**src/rtl/apb_pkg.sv**
```systemverilog
// Shared APB completer definitions: FSM states, bus widths, wait-state limits
// and the request record latched on the setup edge.
package apb_pkg;

    localparam int unsigned APB_DATA_W   = 32;
    localparam int unsigned APB_LANE_W   = 2;
    localparam int unsigned APB_MAX_WAIT = 15;
    localparam int unsigned APB_CNT_W    = 4;
    localparam int unsigned APB_WIDX_W   = 8;

    typedef enum logic [1:0] {
        ST_IDLE   = 2'd0,
        ST_SETUP  = 2'd1,
        ST_ACCESS = 2'd2
    } apb_state_e;

    // Transfer attributes captured at the setup edge
    typedef struct packed {
        logic                  write;
        logic                  valid;
        logic [APB_WIDX_W-1:0] idx;
    } apb_req_t;

endpackage

```
**src/rtl/apb_slave_regfile_if.sv**
```systemverilog
// APB3 signal bundle with requester (master) and completer (slave) views.
interface apb_slave_regfile_if #(
    parameter int unsigned ADDR_W = 12
);
    import apb_pkg::*;

    logic                  psel;
    logic                  penable;
    logic                  pwrite;
    logic [ADDR_W-1:0]     paddr;
    logic [APB_DATA_W-1:0] pwdata;
    logic [APB_DATA_W-1:0] prdata;
    logic                  pready;
    logic                  pslverr;

    modport master (
        output psel, penable, pwrite, paddr, pwdata,
        input  prdata, pready, pslverr
    );

    modport slave (
        input  psel, penable, pwrite, paddr, pwdata,
        output prdata, pready, pslverr
    );

endinterface

```
**src/rtl/apb_wait_counter.sv**
```systemverilog
// Wait-state counter: loads the wait count at setup, counts down during the
// access phase and raises a registered ready when the count is exhausted.
module apb_wait_counter
    import apb_pkg::*;
(
    input  logic                 clk,
    input  logic                 rst_n,
    input  logic                 load_i,
    input  logic [APB_CNT_W-1:0] load_val_i,
    input  logic                 dec_i,
    input  logic                 clear_i,
    output logic                 ready_o
);

    logic [APB_CNT_W-1:0] cnt_q, cnt_d;
    logic                 ready_q, ready_d;

    // Next count / ready: clear on completion or abort, load on setup, else count down
    always_comb begin
        cnt_d   = cnt_q;
        ready_d = ready_q;
        if (clear_i) begin
            cnt_d   = '0;
            ready_d = 1'b0;
        end else if (load_i) begin
            cnt_d   = load_val_i;
            ready_d = (load_val_i == '0);
        end else if (dec_i && !ready_q) begin
            if (cnt_q <= APB_CNT_W'(1)) begin
                cnt_d   = '0;
                ready_d = 1'b1;
            end else begin
                cnt_d = cnt_q - APB_CNT_W'(1);
            end
        end
    end

    // Counter and ready registers
    always_ff @(posedge clk or negedge rst_n) begin
        if (!rst_n) begin
            cnt_q   <= '0;
            ready_q <= 1'b0;
        end else begin
            cnt_q   <= cnt_d;
            ready_q <= ready_d;
        end
    end

    assign ready_o = ready_q;

endmodule

```
**src/rtl/apb_slave_regfile.sv**
```systemverilog
// APB3 completer with NUM_REGS 32-bit read/write registers and WAIT_CYCLES
// wait states per access. Define APB_SLV_PSLVERR_EN to report invalid
// addresses (out of range or misaligned) on pslverr; otherwise pslverr is 0.
module apb_slave_regfile
    import apb_pkg::*;
#(
    parameter int unsigned NUM_REGS    = 16,
    parameter int unsigned ADDR_W      = 12,
    parameter int unsigned WAIT_CYCLES = 2
) (
    input  logic                  clk,
    input  logic                  rst_n,
    apb_slave_regfile_if.slave    apb,
    output logic                  wr_strobe,
    output logic [APB_WIDX_W-1:0] wr_idx
);

    localparam int unsigned IDX_W  = ADDR_W - APB_LANE_W;
    localparam int unsigned RIDX_W = (NUM_REGS > 1) ? $clog2(NUM_REGS) : 1;

    apb_state_e            state_q, state_d;
    apb_req_t              req_q;
    logic [APB_DATA_W-1:0] regs_q [NUM_REGS];
    logic [APB_DATA_W-1:0] prdata_q;
    logic                  wr_strobe_q;
    logic [APB_WIDX_W-1:0] wr_idx_q;

    logic [IDX_W-1:0]      addr_idx;
    logic                  addr_ok;
    logic                  setup_go, done_go, abort_go;
    logic                  busy;
    logic                  pready_w;
    logic                  commit;

    assign addr_idx = apb.paddr[ADDR_W-1:APB_LANE_W];
    assign addr_ok  = (32'(addr_idx) < 32'(NUM_REGS)) &&
                      (apb.paddr[APB_LANE_W-1:0] == '0);
    assign busy     = (state_q != ST_IDLE);
    assign commit   = done_go && req_q.write && req_q.valid;

    // FSM state register
    always_ff @(posedge clk or negedge rst_n) begin
        if (!rst_n) state_q <= ST_IDLE;
        else        state_q <= state_d;
    end

    // FSM next state and transfer events; completion may occur in SETUP when there are no wait states
    always_comb begin
        state_d  = state_q;
        setup_go = 1'b0;
        done_go  = 1'b0;
        abort_go = 1'b0;
        case (state_q)
            ST_IDLE: begin
                if (apb.psel && !apb.penable) begin
                    state_d  = ST_SETUP;
                    setup_go = 1'b1;
                end
            end
            ST_SETUP, ST_ACCESS: begin
                if (!apb.psel) begin
                    state_d  = ST_IDLE;
                    abort_go = 1'b1;
                end else if (apb.penable && pready_w) begin
                    state_d = ST_IDLE;
                    done_go = 1'b1;
                end else begin
                    state_d = ST_ACCESS;
                end
            end
            default: state_d = ST_IDLE;
        endcase
    end

    apb_wait_counter u_wait (
        .clk        (clk),
        .rst_n      (rst_n),
        .load_i     (setup_go),
        .load_val_i (APB_CNT_W'(WAIT_CYCLES)),
        .dec_i      (busy),
        .clear_i    (done_go | abort_go),
        .ready_o    (pready_w)
    );

    // Latch request and read data at setup; raise write strobe on committed writes
    always_ff @(posedge clk or negedge rst_n) begin
        if (!rst_n) begin
            req_q       <= '0;
            prdata_q    <= '0;
            wr_strobe_q <= 1'b0;
            wr_idx_q    <= '0;
        end else begin
            wr_strobe_q <= 1'b0;
            if (setup_go) begin
                req_q.write <= apb.pwrite;
                req_q.valid <= addr_ok;
                req_q.idx   <= APB_WIDX_W'(addr_idx);
                prdata_q    <= (!apb.pwrite && addr_ok) ? regs_q[RIDX_W'(addr_idx)] : '0;
            end
            if (commit) begin
                wr_strobe_q <= 1'b1;
                wr_idx_q    <= req_q.idx;
            end
        end
    end

    // Register array, updated only on a committed valid write
    always_ff @(posedge clk or negedge rst_n) begin
        if (!rst_n) begin
            for (int i = 0; i < NUM_REGS; i++) regs_q[i] <= '0;
        end else if (commit) begin
            regs_q[RIDX_W'(req_q.idx)] <= apb.pwdata;
        end
    end

`ifdef APB_SLV_PSLVERR_EN
    logic pslverr_q;

    // Error flag latched at setup, held through the access phase
    always_ff @(posedge clk or negedge rst_n) begin
        if (!rst_n)                  pslverr_q <= 1'b0;
        else if (setup_go)           pslverr_q <= !addr_ok;
        else if (done_go | abort_go) pslverr_q <= 1'b0;
    end

    assign apb.pslverr = pslverr_q;
`else
    assign apb.pslverr = 1'b0;
`endif

    assign apb.prdata = prdata_q;
    assign apb.pready = pready_w;
    assign wr_strobe  = wr_strobe_q;
    assign wr_idx     = wr_idx_q;

endmodule

```
**src/flat_wrapper.sv**
```systemverilog
// flat-port wrapper written by rule: the top's interface ports become plain ports
module apb_slave_regfile_flat import apb_pkg::*;
#(
    parameter int unsigned NUM_REGS    = 16,
    parameter int unsigned ADDR_W      = 12,
    parameter int unsigned WAIT_CYCLES = 2
)
  (clk, rst_n, wr_strobe, wr_idx, apb_psel, apb_penable, apb_pwrite, apb_paddr, apb_pwdata, apb_prdata, apb_pready, apb_pslverr);
  apb_slave_regfile_if #(.ADDR_W(ADDR_W)) apb_i ();
  input  logic clk;
  input  logic rst_n;
  output logic wr_strobe;
  output logic [APB_WIDX_W-1:0] wr_idx;
  input wire logic [$bits(apb_i.psel)-1:0] apb_psel;
  input wire logic [$bits(apb_i.penable)-1:0] apb_penable;
  input wire logic [$bits(apb_i.pwrite)-1:0] apb_pwrite;
  input wire logic [$bits(apb_i.paddr)-1:0] apb_paddr;
  input wire logic [$bits(apb_i.pwdata)-1:0] apb_pwdata;
  output wire logic [$bits(apb_i.prdata)-1:0] apb_prdata;
  output wire logic [$bits(apb_i.pready)-1:0] apb_pready;
  output wire logic [$bits(apb_i.pslverr)-1:0] apb_pslverr;
  assign apb_i.psel = apb_psel;
  assign apb_i.penable = apb_penable;
  assign apb_i.pwrite = apb_pwrite;
  assign apb_i.paddr = apb_paddr;
  assign apb_i.pwdata = apb_pwdata;
  assign apb_prdata = apb_i.prdata;
  assign apb_pready = apb_i.pready;
  assign apb_pslverr = apb_i.pslverr;
  apb_slave_regfile #(.NUM_REGS(NUM_REGS), .ADDR_W(ADDR_W), .WAIT_CYCLES(WAIT_CYCLES)) u_core (.clk(clk), .rst_n(rst_n), .apb(apb_i), .wr_strobe(wr_strobe), .wr_idx(wr_idx));
endmodule
```
**config.mk**
```make
export PLATFORM = sky130hd
export DESIGN_NAME = apb_slave_regfile_flat
export DESIGN_NICKNAME = d
export VERILOG_FILES = /design/src/rtl/apb_pkg.sv /design/src/rtl/apb_slave_regfile_if.sv /design/src/rtl/apb_wait_counter.sv /design/src/rtl/apb_slave_regfile.sv /design/src/flat_wrapper.sv
export SDC_FILE = /design/constraint.sdc
export NUM_CORES = 1
export LEC_CHECK = 0
export BUFFER_PORTS_ARGS = -buffer_cell sky130_fd_sc_hd__buf_2
export CELL_PAD_IN_SITES_DETAIL_PLACEMENT = 1
export CELL_PAD_IN_SITES_GLOBAL_PLACEMENT = 1
export CORE_AREA = 2 2 280 199
export DETAILED_ROUTE_END_ITERATION = 10
export DIE_AREA = 0 0 282 201
export MAX_ROUTING_LAYER = met4
export PLACE_DENSITY = 0.77
export SLEW_MARGIN = 20
export SYNTH_ARGS = -nofsm -noshare
export SYNTH_HDL_FRONTEND = slang
export SYNTH_SLANG_ARGS = --single-unit
export TNS_END_PERCENT = 10
```
**constraint.sdc**
```tcl
create_clock -name clk -period 2.51 [get_ports clk]
set_input_delay 0.251 -clock clk [delete_from_list [all_inputs] [get_ports clk]]
set_output_delay 0.251 -clock clk [all_outputs]
set_load 0.02 [all_outputs]
```
Word level (Yosys, flattened, before mapping):

Cells that the tools add are included.

* add/subtract/negate cells: 1
* $lt $le $gt $ge: 5
* equality and inequality tests: 3
* muxes and demuxes: 27
* bitwise operators: 3
* reduce and logical (&&, ||, !) cells: 18

Operators by type and width (count)
* bitwise mux 512 bit: 1
* binary-select mux 32 bit (select 4 bit): 1
* demux 32 bit (select 4 bit): 1
* two-way mux 32 bit: 4
* two-way mux 4 bit: 4
* two-way mux 1 bit: 12
* >= comparator 5 bit, second input constant: 2
* less-than comparator 10 x 5 -> 1 bit, second input constant: 1
* NOT 4 -> 5 bit: 2
* logical AND 1 bit: 8
* two-way mux 2 bit: 3
* nonzero test 3 bit: 2
* less-than comparator 5 x 1 -> 1 bit, second input constant: 1
* <= comparator 4 x 1 -> 1 bit, second input constant: 1
* logical NOT 2 bit: 2
* case mux 2 bit (2 select lines): 1
* subtractor 4 x 1 -> 4 bit, second input constant: 1
* logical NOT 1 bit: 3
* == test 2 x 1 -> 1 bit, second input constant: 1
* == test 2 bit, second input constant: 1
* inequality test 2 x 1 -> 1 bit, second input constant: 1
* AND reduction 2 bit: 1
* nonzero test 2 bit: 1
* OR reduction 2 bit: 1
* bitwise OR 1 bit: 1

* register bits after elaboration: 570
* logic and storage cells: 82

Logic depth before layout (Yosys ltp):

* depth in word-level cells: 7
* mapped depth: 9
* depth with buffers taken out: 6

Cells and area by module:

Synthesis repeated with hierarchy kept, for this count alone.

* cells, all modules: 1577
* area, all modules: 25644.6 sq um

By module, submodules not included
* apb_slave_regfile: instances 1, cells an instance 1541, area each 25315.5 sq um, seq. area each 14138.6 sq um
* apb_wait_counter: instances 1, cells an instance 36, area each 329.1 sq um, seq. area each 125.1 sq um

Least setup slack after synthesis:

No wires, ideal clock.

* path kind: register -> register
* start point: register u_core.state_q[0]
* end point: register u_core.regs_q[225] (netlist bit)
* library setup time: 0.125 ns
* arrival: 2.207 ns
* data required time: 2.385 ns
* setup slack: 0.178 ns
* cell stages (with the launch flop): 10
* cell sequence: dfrtp_1 -> inv_1 -> ha_1 -> nand2_1 -> or3_1 -> buf_6 -> buf_12 -> nor3_4 -> buf_12 -> mux2_4

* cells in the longest elaborated chain, start to end: 5
* elaborated cells between the ends (all ways): 6
* classes of those cells: eq/ne (2); mux (1); reduce/logical (3)

Ends and longest elaborated chain
* from (decl): line apb_slave_regfile.sv:21 `apb_state_e state_q, state_d;`
* from (signal assigned): line apb_slave_regfile.sv:44 `else state_q <= state_d;`
* == test 2 x 1 -> 1 bit or == test 2 bit (tied branches): line apb_slave_regfile.sv:53 `case (state_q)`
* OR reduction 2 bit *: line apb_slave_regfile.sv:53
* two-way mux 1 bit *: line apb_slave_regfile.sv:53
* logical AND 1 bit * (2 in series): line apb_slave_regfile.sv:39 `assign commit = done_go && req_q.write && req_q.valid;`
* to (signal, indexed assignment): line apb_slave_regfile.sv:112 `regs_q[RIDX_W'(req_q.idx)] <= apb.pwdata;`
* to (decl): line apb_slave_regfile.sv:23 `logic [APB_DATA_W-1:0] regs_q [NUM_REGS];`

Every way passes the cells marked *; elsewhere a longest branch is shown, timed or not.
A chain may end at the register's enable or synchronous reset.

Worst setup path in the final report:

* start point: register u_core.state_q[1]
* end point: register u_core.regs_q[271] (netlist bit)

The elaborated chain is that of the path after synthesis.

==> flow_summary.yaml <==
yosys:
  yosysSeqAreaShare_pct: 55.69
  synth_seq_cells: 570
  yosysMostFrequentCell: "dfrtp_1"
  synth_edf_count: 0
  syn_nets: 1639
  synthTopCellsByArea: "dfrtp_1, mux2_2, mux4_2, mux2i_1, mux2_4"
  synth_top_area_share_pct: 55.69
  synth_flop_cell: "dfrtp_1"
  async_flop_share_pct: 100.0
  syn_area_sq_um: 25610
  ys_top_cells_by_count: "dfrtp_1, mux2_2, mux4_2, mux2i_1, nand2_1"
  syn_avg_cell_area_sq_um: 16.15
  synth_warnings: 0
  syn_inst: 1586
  synth_area_leader_cell: "dfrtp_1"
  ys_types: 41
power_and_ir_drop:
  finalPower_w: 0.02020
  clkPwrFrac_pct: 45.5
  leakagePower_nw: 14.75
  max-vdd-ir-drop_mv: 0.4680
  p_comb_share_pct: 7.7
  power_density_nw_per_um2: 665.8
  p_sw_share_pct: 24.85
  seqPwrFrac_pct: 46.8
  p_switching_w: 0.005020
  intPower_w: 0.01518
timing:
  rsz0062_at_grt: "true"
  finalHoldViolations: 0
  finClkSkew_ps: 32.24
  setup_viol: 13
  period_minus_slack_ps: 2540
  max_freq_mhz: 393.6
  slew-limit-headroom_pct: 49.93
  slew_viol_final: 0
  finalCritPeriodShare_pct: 101.2
  worstMarginPinSlew_ps: 751.1
  fin_ws_ps: -30.37
floorplanning:
  die_y_microns: 201
  fp.dieW_microns: 282
  start_util_pct: 47.15
  core_sq_um: 54320
  ioPinCount: 92
  die-area_sq_um: 56680
  rows: 72
grt:
  gr-usage-met2_pct: 38.84
  grt_pass1_vias: 16560
  grtUsageMet3_pct: 3.503
  grt_remaining_overflow: 0
  grt_usage_pct: 25.22
  antenna_found_initial: 3
  grt.busiest_layer: "met2"
  grt_max_degree: 88
  met1_usage_pct: 35.78
  grt_pass1_wl_microns: 105300
finish:
  drive_gt1_share_pct: 54.11
  nFillCells: 4934
  area_delta_synth_final_pct: 18.45
  nets: 1779
  utilization_pct: 55.86
detailed_routing:
  routed_wl_microns: 73040
  vias: 14850
  viasPerCell: 5.900
  drc: 0
  routedWlPerCell_microns: 29.02
  drt-pass1-iter-count: 5
  initialDrtViolationCount: 919
  ant_nets: 0
worst_setup_path:
  critical_path_arrival_ps: 3040
  critPathKind: "reg -> reg"
  required_ps: 3010
  r2r_end: "u_core.regs_q[271]"
  reg2reg_slack_ps: -30
  critPathLaunch: "u_core.state_q[1]"
  cp-endpoint: "u_core.regs_q[271]"
  crit_fanout: 9
  cp-end-kind: "flip-flop"
  r2r_start: "u_core.state_q[1]"
  critPathLaunchType: "flip-flop"
  ff2ff_path_depth: 10
cts:
  ctsRootBufferMaster: "clkbuf_16"
  worstSkewPairLatency_ps: 630
  cts_htree_levels: 2
  cts_tree: "yes"
  cts.clk_slew.worst_paths_ps: 60
  cts_buffers: 56
  clockBufferDepth: 3
  cts_sinks: 570
place:
  place_congestion: 0.7744
  io_buffers: 90
  dpl.hpwl_microns: 39080
flow_run:
  max_cap_violations: 0
outcome:
  status: "finished, violations left"
  violations: "setup timing"
min_path:
  hold_path.class: "in -> reg"
critical path: stages (launching register included):
cell,delay (ps)
dfrtp_1,370
inv_2,70
ha_4,260
nand2_2,50
or3_4,430
buf_12,170
buf_4,140
nor3_4,180
buf_6,200
clkbuf_16,200
mux2_2,340
what timing repair did:
item / in CTS / in global routing
pin swaps: 2 / 16
setup buffers: 8 / 13
endpoints found under the setup margin: 205 / 370
endpoints found under the hold margin: 58 / 0
resized for setup: 5 / 73
hold buffers: 9 / 0
cloned: 2 / 15
flip-flops by register name, summed over array words and instances (netlist names):
name                   cells
u_core.regs_q            512
u_core.apb.prdata         32
u_core.req_q              10
u_core.wr_idx              8
u_core.u_wait.cnt_q        4
u_core.state_q             2
u_core.u_wait.ready_o      1
u_core.wr_strobe           1
layer usage:
layer  part of all wire (%)  vias to the layer above
met3                    4.6                      108
li1                       -                     6152
met1                     45                     8252
met2                     49                      338
met5                      0                        -
met4                    1.9                        0
layout make-up:
class | instances | area (sq um) | share of cell area, %
Multi-Input combinational cell | 876 | 10800 | 35.59
Clock buffer | 76 | 1598 | 5.266
Inverter | 7 | 26.28 | 0.08660
Sequential cell | 570 | 14260 | 47.01
Tap cell | 740 | 925.9 | 3.052
Antenna cell | 3 | 7.507 | 0.02474
Timing Repair Buffer | 215 | 2297 | 7.571
Clock inverter | 30 | 425.4 | 1.402
layout by cell type, fill, tap and decap left out, drive strengths merged, types with 2 or more instances in the layout:
cell / n
o221ai: 31
mux2: 520
clkbuf: 91
clkinvlp: 4
a22o: 2
nor2b: 2
bufinv: 9
ha: 4
inv: 8
mux2i: 66
buf: 191
dfrtp: 570
nor3: 17
or4: 2
a2bb2oi: 2
nor2: 10
mux4: 126
xor2: 2
nand2b: 4
a21oi: 3
o21ai: 2
nand2: 66
a21boi: 2
nor4: 5
clkinv: 16
dlygate4sd3: 9
diode: 3
through the flow:
step | worst slack (ps) | std cells | hold WS, ps | TNS [ps] | area, sq um
3_5_place_dp | -82.64 | 2362 | 260.9 | -5678 | 27310
4_1_cts | 6.662 | 2487 | 22.16 | 0 | 29580
2_1_floorplan | 178.1 | 1586 | -44.59 | 0 | 25610
6_report | -30.37 | 2517 | 56.52 | -163.0 | 30340
3_3_place_gp | -30.89 | 2362 | 255.2 | -869.4 | 27310
5_1_grt | -81.63 | 2517 | 73.27 | -5413 | 30340
cells by family (layout without fill, tap and decap cells):
| family | Yosys count | after routing | share of synthesized area [%] |
|---|---|---|---|
| flip-flops | 570 | 570 | 55.69 |
| AO/OA/AOI/OAI | 45 | 45 | 1.446 |
| AND/OR/NAND/NOR | 111 | 111 | 2.657 |
| buffers and inverters | 140 | 328 | 2.941 |
| adder cells (fa/ha/maj) | 4 | 4 | 0.1954 |
| multiplexers | 712 | 712 | 36.96 |
| XOR/XNOR | 3 | 3 | 0.1026 |
| other | 1 | 4 | 0.01464 |
power by group through the flow:
stage	clock, W	combinational, W	sequential [W]
final	0.00919	0.00156	0.00946
after global routing	0.00971	0.00171	0.00946
after CTS	0.00933	0.00150	0.00944
after detailed placement	0	0.00148	0.00960
after global placement	0	0.00143	0.00959
after floorplan	0	0.000868	0.00955
worst min-delay path by stage:
| stage | endpoint | slack (ps) | startpoint | depth (start not counted) |
|---|---|---|---|---|
| 2_1_floorplan | u_core.apb.prdata[0] | -40 | rst_n | 0 |
| 3_3_place_gp | u_core.wr_idx[6] | 260 | rst_n | 1 |
| 3_5_place_dp | u_core.wr_idx[4] | 260 | rst_n | 1 |
| 4_1_cts | u_core.state_q[0] | 20 | apb_penable | 4 |
| 5_1_grt | u_core.state_q[0] | 70 | apb_penable | 4 |
| 6_report | u_core.state_q[1] | 60 | apb_penable | 4 |
Power figures use the tool's default switching activity.
